### config.mk
export PLATFORM = sky130hd
export DESIGN_NAME = input_conditioner
export DESIGN_NICKNAME = d
export VERILOG_FILES = /design/src/rtl/input_conditioner.sv
export SDC_FILE = /design/constraint.sdc
export NUM_CORES = 1
export LEC_CHECK = 0
export ABC_CLOCK_PERIOD_IN_PS = 2200
export BUFFER_PORTS_ARGS = -buffer_cell sky130_fd_sc_hd__buf_2
export CELL_PAD_IN_SITES_DETAIL_PLACEMENT = 1
export CELL_PAD_IN_SITES_GLOBAL_PLACEMENT = 1
export CORE_MARGIN = 3
export CORE_UTILIZATION = 45
export CTS_BUF_LIST = sky130_fd_sc_hd__clkbuf_8
export DETAILED_ROUTE_END_ITERATION = 8
export GPL_TIMING_DRIVEN = 0
export PLACE_DENSITY = 0.79
export SLEW_MARGIN = 20
export SYNTH_ARGS = -nofsm -noshare
export SYNTH_HDL_FRONTEND = slang
export SYNTH_SLANG_ARGS = --single-unit
### constraint.sdc
create_clock -name clk -period 2.2 [get_ports clk]
set_input_delay 0.33 -clock clk [delete_from_list [all_inputs] [get_ports clk]]
set_output_delay 0.33 -clock clk [all_outputs]
set_load 0.01 [all_outputs]
### src/rtl/input_conditioner.sv
// Conditions a bouncy step button plus data/mode switches into a clean
// sig_to_test/ena stream, with a hands-free auto mode that plays PATTERN MSB-first.
module input_conditioner #(
  parameter int                     DEBOUNCE_CYCLES = 500000,
  parameter int                     AUTO_DIV        = 25000000,
  parameter int                     PATTERN_LEN     = 16,
  parameter logic [PATTERN_LEN-1:0] PATTERN         = 16'h4925
) (
  input  logic                           clk,
  input  logic                           rst,
  input  logic                           btn_step,
  input  logic                           sw_data,
  input  logic                           sw_auto,
  output logic                           sig_to_test,
  output logic                           ena,
  output logic [$clog2(PATTERN_LEN)-1:0] bit_idx,
  output logic                           auto_active
);

  localparam int IDX_W = $clog2(PATTERN_LEN);
  localparam int DIV_W = $clog2(AUTO_DIV);
  localparam int CNT_W = (DEBOUNCE_CYCLES > 1) ? $clog2(DEBOUNCE_CYCLES) : 1;
  localparam logic [CNT_W-1:0] CNT_MAX  = CNT_W'(DEBOUNCE_CYCLES - 1);
  localparam logic [DIV_W-1:0] DIV_MAX  = DIV_W'(AUTO_DIV - 1);
  localparam logic [IDX_W-1:0] IDX_LAST = IDX_W'(PATTERN_LEN - 1);

  typedef enum logic [1:0] {MANUAL, AUTO_RUN, AUTO_PAUSE} state_e;

  // Bit order inside every per-input vector: 0 = btn_step, 1 = sw_data, 2 = sw_auto.
  logic [2:0]       sync1, sync2, deb;
  logic [CNT_W-1:0] db_cnt [3];
  logic             btn_q;
  logic             step_evt;
  logic             data_db, auto_db;

  state_e           state, next_state;
  logic [DIV_W-1:0] div;
  logic             div_tc;
  logic             ena_d, sig_d;

  assign data_db  = deb[1];
  assign auto_db  = deb[2];
  assign step_evt = deb[0] & ~btn_q;
  assign div_tc   = (div == DIV_MAX);

  // NOTE: the counter array is reset explicitly; it is control state, not storage,
  // and a stale count after reset would shorten the first debounce window.
  always_ff @(posedge clk or negedge rst) begin
    if (!rst) begin
      sync1 <= '0;
      sync2 <= '0;
      deb   <= '0;
      btn_q <= 1'b0;
      for (int i = 0; i < 3; i++) db_cnt[i] <= '0;
    end else begin
      sync1 <= {sw_auto, sw_data, btn_step};
      sync2 <= sync1;
      btn_q <= deb[0];
      for (int i = 0; i < 3; i++) begin
        if (sync2[i] == deb[i]) begin
          db_cnt[i] <= '0;
        end else if (db_cnt[i] == CNT_MAX) begin
          deb[i]    <= ~deb[i];
          db_cnt[i] <= '0;
        end else begin
          db_cnt[i] <= db_cnt[i] + 1'b1;
        end
      end
    end
  end

  always_ff @(posedge clk or negedge rst) begin
    if (!rst) state <= MANUAL;
    else      state <= next_state;
  end

  // Leaving auto mode outranks a same-cycle step event.
  always_comb begin
    next_state = state;
    unique case (state)
      MANUAL:     if (auto_db)       next_state = AUTO_RUN;
      AUTO_RUN:   if (!auto_db)      next_state = MANUAL;
                  else if (step_evt) next_state = AUTO_PAUSE;
      AUTO_PAUSE: if (!auto_db)      next_state = MANUAL;
                  else if (step_evt) next_state = AUTO_RUN;
      default:                       next_state = MANUAL;
    endcase
  end

  // NOTE: every always_comb output gets a default first so no path infers a latch.
  always_comb begin
    ena_d       = 1'b0;
    sig_d       = sig_to_test;
    auto_active = (state != MANUAL);
    unique case (state)
      MANUAL: if (step_evt) begin
        ena_d = 1'b1;
        sig_d = data_db;
      end
      AUTO_RUN: if (div_tc && next_state == AUTO_RUN) begin
        ena_d = 1'b1;
        sig_d = PATTERN[bit_idx];
      end
      default: ;
    endcase
  end

  // NOTE: sequential state uses non-blocking assignments so every flop samples
  // pre-edge values regardless of statement order.
  always_ff @(posedge clk or negedge rst) begin
    if (!rst) begin
      ena         <= 1'b0;
      sig_to_test <= 1'b0;
      bit_idx     <= IDX_LAST;
      div         <= '0;
    end else begin
      ena         <= ena_d;
      sig_to_test <= sig_d;
      if (next_state == AUTO_RUN && state != AUTO_RUN) begin
        div <= '0;
        if (state == MANUAL) bit_idx <= IDX_LAST;
      end else if (state == AUTO_RUN && next_state == AUTO_RUN) begin
        if (div_tc) begin
          div     <= '0;
          bit_idx <= (bit_idx == '0) ? IDX_LAST : bit_idx - 1'b1;
        end else begin
          div <= div + 1'b1;
        end
      end
    end
  end

endmodule
# Yosys cells after proc, flatten, opt, wreduce, memory -nomap -nowiden
# Memories as Yosys holds them, arrays and structs flattened.
# Cells that the tools add are included.
totals:
  regBits: 100
  romBits: 16
  inputBits: 5
  out_inout_bits: 7
  elab_cells: 84
  memories: 1
classes:
  n_addsub: 5
  magnitude_cmp: 1
  n_eq_ne: 14
  muxes: 27
  bitwise: 8
  reduce_logical: 14
memory_table:
  columns: ["memory", "depth", "width", "read_ports", "rd_ports_with_merged_regs", "write_ports", "line", "source"]
  rows:
  - ["(name not given)", 16, 1, 1, 0, 0, "102", "sig_d = PATTERN[bit_idx];"]
ops:
  columns: ["op", "count"]
  rows:
  - ["2-to-1 mux 19 bit", 6]
  - ["2-to-1 mux 25 bit", 3]
  - ["adder 19 x 1 -> 19 bit (second input constant)", 3]
  - ["equality test 19 bit (second input constant)", 3]
  - ["adder 25 x 1 -> 25 bit (second input constant)", 1]
  - ["equality test 25 bit (second input constant)", 1]
  - ["2-to-1 mux 4 bit", 5]
  - ["2-to-1 mux 2 bit", 5]
  - ["nonzero test 2 bit", 4]
  - ["inverter 1 bit", 7]
  - ["case mux 2 bit (3 select lines)", 1]
  - ["AND reduction 2 bit", 3]
  - ["AND reduction 3 bit", 2]
  - ["less-than comparator 4 x 5 -> 1 bit (second input constant)", 1]
  - ["2-to-1 mux 1 bit", 5]
  - ["equality test 2 x 1 -> 1 bit (second input constant)", 2]
  - ["logical NOT 4 bit", 1]
  - ["inequality test 2 x 1 -> 1 bit (second input constant)", 2]
  - ["inequality test 2 bit (second input constant)", 2]
  - ["case mux 1 bit (2 select lines)", 2]
  - ["subtractor 4 x 1 -> 4 bit (second input constant)", 1]
  - ["equality test 1 bit", 3]
  - ["logical AND 1 bit", 3]
  - ["equality test 2 bit (second input constant)", 1]
  - ["2 further kinds", 2]

# Longest topological paths before layout
# Gate-level depths: netlist of the first run.
depth:
  ltp_word: 9
  mapped_depth: 7

# Least setup slack after synthesis of the first run
# Ideal clock, no wire load.
synth_timing:
  kind: "register to register"
  start: "reg div[9]"
  end: "reg sig_to_test"
  setup_time_ns: 0.128
  t_arrival_ns: 2.056
  t_required_ns: 2.072
  path_slack_ns: 0.017
  path_stages_with_launch: 6
  path_buffers: 0
  synth_period_minus_slack_ns: 2.183
  path_cell_list: "dfrtp_1 -> or4_4 -> nor4_4 -> nand4_2 -> o31ai_4 -> mux2_1"
synth_between:
  elab_chain_len: 4
synth_lines:
  columns: ["element", "line", "source"]
  rows:
  - ["start, declared", "37", "logic [DIV_W-1:0] div;"]
  - ["start signal, assigned", "127", "div <= div + 1'b1;"]
  - ["equality test 25 bit", "44", "assign div_tc = (div == DIV_MAX);"]
  - ["logical AND 1 bit", "100", "AUTO_RUN: if (div_tc && next_state == AUTO_RUN) begin"]
  - ["inequality test 2 bit (no line)", null, null]
  - ["AND reduction 3 bit (no line)", null, null]
  - ["end signal, assigned", "118", "sig_to_test <= sig_d;"]
  - ["end, declared", "14", "output logic sig_to_test,"]
# No other way between the ends.
# A chain may end at the register's enable or synchronous reset.

# Worst setup path in the final report of the first run
layout_timing:
  start: "reg div[23]"
  end: "reg sig_to_test"
# The elaborated chain is that of the path after synthesis.

==> results of run 1 <==
==> cell families (layout without fill, tap and decap cells) <==
family	count (synthesis)	after routing
flops	100	100
compound gates	61	61
simple gates	257	258
mux	10	10
buf+inv	44	83
xor+xnor	53	53
fa+ha+maj	7	7
==> worst min path at each step <==
stage / startpoint / endpoint / slack [ns] / cells past startpoint
final: sw_data / sync1[1] / 0.05 / 1
after global routing: sw_data / sync1[1] / 0.03 / 1
after CTS: btn_step / sync1[0] / 0.03 / 1
after detailed placement: rst / db_cnt[1] / 0.24 / 1
after global placement: sync1[2] / sync2[2] / 0.33 / 0
after floorplan: rst / btn_q / 0.03 / 0
==> layer usage <==
metal	share of wire (%)	vias to the layer above	wire length, um	track usage [%]
met1	44	2143	5812	27.62
met4	2.0	0	255	8.013
met5	0	-	0	0
met3	4.1	22	539	4.043
li1	-	1958	-	-
met2	49	88	6463	35.56
==> where the power goes <==
| group | total (uW) | switching [uW] | internal (uW) |
|---|---|---|---|
| Clock | 1150 | 644 | 507 |
| Sequential | 1870 | 17.6 | 1860 |
| Combinational | 98.7 | 69.9 | 28.7 |
| Total | 3120 | 732 | 2390 |
==> state kept, by name (all words and copies together), names as in the netlist <==
name / cells
db_cnt: 57
div: 25
bit_idx: 4
deb: 3
sync1: 3
sync2: 3
state: 2
btn_q: 1
ena: 1
sig_to_test: 1
==> placed cells by master, fill, tap and decap left out, types with 2 or more instances in the layout <==
cell | netlist | layout
xor2_1 | 30 | 30
a211oi_1 | 2 | 2
and3_1 | 19 | 19
o21ai_0 | 5 | 5
o211ai_1 | 3 | 3
a31oi_1 | 32 | 32
or3_1 | 2 | 2
nand2_1 | 31 | 31
or4_1 | 3 | 3
ha_1 | 7 | 6
nand3_1 | 48 | 48
a41oi_1 | 4 | 4
inv_1 | 19 | 24
clkbuf_8 | 0 | 11
or2_2 | 4 | 4
xnor2_1 | 23 | 23
a21oi_1 | 5 | 5
nor4_1 | 5 | 4
clkbuf_1 | 23 | 8
mux2i_1 | 6 | 6
and4_1 | 5 | 5
buf_4 | 0 | 16
dfrtp_1 | 96 | 95
nor2_1 | 80 | 79
mux2_2 | 3 | 3
clkbuf_2 | 0 | 7
and2_1 | 3 | 3
nor3_1 | 12 | 11
nand2b_1 | 2 | 2
nand3b_1 | 4 | 4
dfstp_2 | 4 | 4
o22ai_1 | 3 | 3
buf_6 | 0 | 2
buf_2 | 1 | 11
nor2b_1 | 5 | 5
nand4_1 | 24 | 24
==> through the flow <==
stage	setup TNS [ns]	setup slack [ns]	total power, uW
after CTS	-0.05030	-0.04101	3154
after floorplan	0	0.01682	1946
after detailed placement	-13.29	-0.3197	2013
after global placement	-33.74	-0.2653	1999
final	-0.07920	-0.03181	3124
after global routing	-1.143	-0.1367	3250
==> worst max-delay path: stages, from the launching register on <==
cell	delay, ns
dfrtp_1	0.39
or4bb_4	0.55
nor4_4	0.25
buf_4	0.19
nand4_4	0.17
o31ai_4	0.25
mux2_4	0.32
==> repair_timing <==
action | CTS | global route
setup buffers | 6 | 9
resized for setup | 22 | 10
hold endpoints to repair | 32 | 0
pin swaps | 5 | 4
endpoints found under the setup margin | 60 | 39
gates cloned | 1 | 0
hold buffers | 1 | 0
==> layout make-up <==
| class | instances | area, um^2 |
|---|---|---|
| Sequential cell | 100 | 2509 |
| Clock inverter | 7 | 56.30 |
| Buffer | 20 | 116.4 |
| Clock buffer | 9 | 123.9 |
| Fill cell | 1254 | 5204 |
| Timing Repair Buffer | 28 | 211.5 |
| Multi-Input combinational cell | 389 | 2469 |
| Inverter | 19 | 71.32 |
| Tap cell | 140 | 175.2 |
==> flow_summary.json, run 1 <==
{
  "synth.top_cell.area_share_pct": 47.33,
  "p_leak_uw": 0.002421,
  "ant_nets": 0,
  "die_w_um": 112.2,
  "pin_count": 12,
  "place_inst": 684,
  "crit_start": "div[23]",
  "synth_simple_gate_area_share_pct": 26.25,
  "timing.rr.start": "div[23]",
  "peakVddDrop_uv": 319.5,
  "placed_area_um2": 5340,
  "drtIter0Drc": 292,
  "synth_mux_area_share_pct": 2.070,
  "synth_xor_area_share_pct": 9.145,
  "yosysMostFrequentCell": "dfrtp_1",
  "maxCapViolations": 0,
  "die_height_um": 112.2,
  "synth_adder_area_share_pct": 1.725,
  "cp-endpoint": "sig_to_test",
  "hold_viol_final": 0,
  "ys_ff_latch": 100,
  "drt_pass1_iterations": 4,
  "async_flop_share_pct": 100.0,
  "setup_ws_ns": -0.03181,
  "postSynthNetCount": 544,
  "worstPathRequired_ns": 2.47,
  "power_density_nw_per_um2": 545.0,
  "viasPerCell": 5.914,
  "synth_compound_area_share_pct": 8.134,
  "hold-worst-slack_ns": 0.05434,
  "synth.distinct_cells": 50,
  "grt-ovfl-total": 0,
  "ys.flop_type": "dfrtp_1",
  "initial_utilization_pct": 46.42,
  "max_freq_ghz": 0.4481,
  "yosysSeqAreaShare_pct": 49.40,
  "drcViolationCount": 0,
  "clock_skew_ns": 0.01698,
  "clkLatencyLatePin_ns": 0.38,
  "cts_tree": "built",
  "postLayoutCoreUtil_pct": 52.41,
  "synth_area_leader_cell": "dfrtp_1",
  "rsz0062_at_grt": "yes",
  "vias": 4211,
  "relSlewSlack_pct": 45.28,
  "setup_violations": 4,
  "worst_r2r_path_depth": 6,
  "ys_top_cells_by_area": "dfrtp_1, nor2_1, xor2_1",
  "core_area_um2": 10940,
  "synth_edf_count": 0,
  "reg2reg_to": "sig_to_test",
  "diodes": 0,
  "finalNonFillerCells": 712,
  "cts_max_level": 3,
  "slew_violations": 0,
  "yosysWarnings": 0,
  "io_buffers": 11,
  "grt_usage_pct": 21.29,
  "crit_fanout": 5,
  "antenna_found_initial": 0,
  "grt_pass1_wl_um": 21710,
  "synth_top_family_by_area": "simple AND/OR/NAND/NOR gates",
  "rows": 38,
  "endpoint_kind": "flop",
  "startpoint_type": "flop",
  "wl_per_cell_um": 18.36,
  "crit_type": "reg2reg",
  "status": "complete, but fails checks",
  "num-nets-final": 579,
  "synth_area_um2": 5076,
  "gp_congestion": 0.8392,
  "cts_buffer_depth": 2,
  "fin_area_um2": 5732,
  "fin_crit_sh_pct": 101.4,
  "tritoncts.num_buffers": 9,
  "synth_cells": 532,
  "die_area_um2": 12590,
  "syn2layout_area_growth_pct": 12.92,
  "ys_top_cells_by_count": "dfrtp_1, nor2_1, nand3_1",
  "grt_max_degree": 69,
  "drive_gt1_share_pct": 13.46,
  "worst_slew_pin_slew_ns": 0.8132,
  "clk_pin_slew_ns": 0.09,
  "finalCriticalPeriod_ns": 2.232,
  "cts.sink_count": 100,
  "critical_path_arrival_ns": 2.50,
  "r2r_setup_slack_ns": -0.03,
  "syn_avg_cell_area_um2": 9.542,
  "violations": "negative setup slack",
  "grt_pass1_vias": 4378,
  "wirelength_um": 13070,
  "place_hpwl_um": 8733,
  "root_buffer": "clkbuf_8",
  "hold_path.class": "in2reg"
}
Note: power is estimated with default switching activity, not from simulation.
==> run 2, diff against run 1 <==
--- a/config.mk
+++ b/config.mk
@@ -10,11 +10,10 @@
 export CELL_PAD_IN_SITES_DETAIL_PLACEMENT = 1
 export CELL_PAD_IN_SITES_GLOBAL_PLACEMENT = 1
 export CORE_MARGIN = 3
-export CORE_UTILIZATION = 45
-export CTS_BUF_LIST = sky130_fd_sc_hd__clkbuf_8
+export CORE_UTILIZATION = 44
 export DETAILED_ROUTE_END_ITERATION = 8
 export GPL_TIMING_DRIVEN = 0
-export PLACE_DENSITY = 0.79
+export PLACE_DENSITY = 0.77
 export SLEW_MARGIN = 20
 export SYNTH_ARGS = -nofsm -noshare
 export SYNTH_HDL_FRONTEND = slang
==> flow_summary.json, run 2 (synthesis results as in run 1) <==
{
  "p_leak_uw": 0.002525,
  "diodes": 0,
  "grt-ovfl-total": 0,
  "place_hpwl_um": 8659,
  "hold_viol_final": 0,
  "ant_nets": 0,
  "setup_violations": 29,
  "grt_pass1_wl_um": 23050,
  "gp_congestion": 0.8110,
  "largest_reg_flops": 57,
  "top_register": "db_cnt",
  "hold-worst-slack_ns": 0.08474,
  "worst_slew_pin_slew_ns": 0.9307,
  "rows": 38,
  "worstPathRequired_ns": 2.42,
  "tritoncts.num_buffers": 9,
  "drt_pass1_iterations": 4,
  "cts_tree": "built",
  "placed_area_um2": 5340,
  "peakVddDrop_uv": 434.8,
  "cts.sink_count": 100,
  "fin_crit_sh_pct": 108.8,
  "root_buffer": "clkbuf_16",
  "die_height_um": 113.4,
  "postLayoutCoreUtil_pct": 55.90,
  "crit_fanout": 5,
  "antenna_found_initial": 0,
  "wirelength_um": 14610,
  "relSlewSlack_pct": 37.38,
  "cts_max_level": 3,
  "violations": "negative setup slack",
  "route.met3.wl_um": 695,
  "grt_max_degree": 80,
  "grt_pass1_vias": 4525,
  "viasPerCell": 5.973,
  "clkLatencyLatePin_ns": 0.36,
  "highest_layer": "met4",
  "die_area_um2": 12860,
  "endpoint_kind": "flop",
  "vias": 4271,
  "clock_skew_ns": 0.007119,
  "reg.largest.list": "db_cnt x57, div x25, bit_idx x4",
  "maxCapViolations": 0,
  "die_w_um": 113.4,
  "hold_path.class": "in2reg",
  "num-nets-final": 582,
  "rsz0062_at_grt": "yes",
  "wl_met1_um": 6105,
  "grt_usage_pct": 22.58,
  "io_buffers": 11,
  "wl_met2_um": 7251,
  "slew_violations": 0,
  "drive_gt1_share_pct": 19.65,
  "syn2layout_area_growth_pct": 21.99,
  "initial_utilization_pct": 45.82,
  "fin_area_um2": 6192,
  "power_density_nw_per_um2": 568.7,
  "core_area_um2": 11080,
  "setup_ws_ns": -0.1934,
  "critical_path_arrival_ns": 2.62,
  "pin_count": 12,
  "cts_buffer_depth": 2,
  "clk_pin_slew_ns": 0.06,
  "status": "complete, but fails checks",
  "mostFrequentLayoutCells": "dfrtp_1, nor2_1, nand3_1, nand2_1, xor2_1",
  "startpoint_type": "flop",
  "finalCriticalPeriod_ns": 2.393,
  "drcViolationCount": 0,
  "drtIter0Drc": 253,
  "final_common_cell": "dfrtp_1",
  "wl_per_cell_um": 20.44,
  "crit_type": "reg2reg",
  "max_freq_ghz": 0.4178
}
[run 2: repair_timing]
item / CTS / global route
resized for setup: 44 / 42
setup buffers: 8 / 10
cloned: 4 / 0
setup endpoints to repair: 67 / 41
hold endpoints to repair: 21 / 0
pin swaps: 13 / 15
hold buffers: 1 / 0
[run 2: final timing paths]
check	startpoint	endpoint	slack, ns	cells past startpoint
setup / recovery	div[10]	div[10]	-0.19	7
hold / removal	btn_step	sync1[0]	0.08	1
setup reg to reg	div[10]	div[10]	-0.19	7
hold reg to reg	sync1[1]	sync2[1]	0.35	0
max in group asynchronous	rst	div[10]	1.13	3
min in group asynchronous	rst	db_cnt[3]	0.38	2
[run 2: power by group]
| part | leakage [uW] | total, uW | internal, uW | switching, uW |
|---|---|---|---|---|
| clock network | 0.000140 | 1550 | 861 | 687 |
| registers | 0.00136 | 1870 | 1860 | 17.5 |
| logic | 0.00103 | 99.2 | 29.5 | 69.7 |
| total | 0.00253 | 3520 | 2750 | 774 |
[run 2: through the flow]
| step | setup TNS [ns] | cells | worst slack, ns | power, uW |
|---|---|---|---|---|
| floorplan | 0 | 532 | 0.01682 | 1946 |
| detailed placement | -12.97 | 684 | -0.4008 | 2011 |
| global placement | -33.71 | 683 | -0.2713 | 1999 |
| CTS | -0.6417 | 710 | -0.06822 | 3555 |
| finish | -2.949 | 715 | -0.1934 | 3521 |
| global route | -5.188 | 715 | -0.2501 | 3659 |
[run 2: cell type report]
type,count,area [um^2]
plain buffers,17,110.1
clock buffers,15,277.8
clock inverters,1,5.005
fillers,1211,4886
inverters,19,71.32
multi-input cells,389,2744
flip-flops and latches,100,2511
well taps,140,175.2
repair buffers,34,297.8
[run 2: critical path, stage by stage, from the launching register on]
cell and delay (ns):
dfrtp_2 0.43, or4_4 0.56, nor4_4 0.41, nand4_4 0.22, buf_6 0.20, buf_8 0.14, a31oi_2 0.17, mux2i_1 0.13
[run 2: per-layer routing]
layer  up-vias  GRT usage, %
met5         -             0
met4         0         7.532
met3        53         4.721
met2       126         37.99
met1      2127         29.18
li1       1965             -
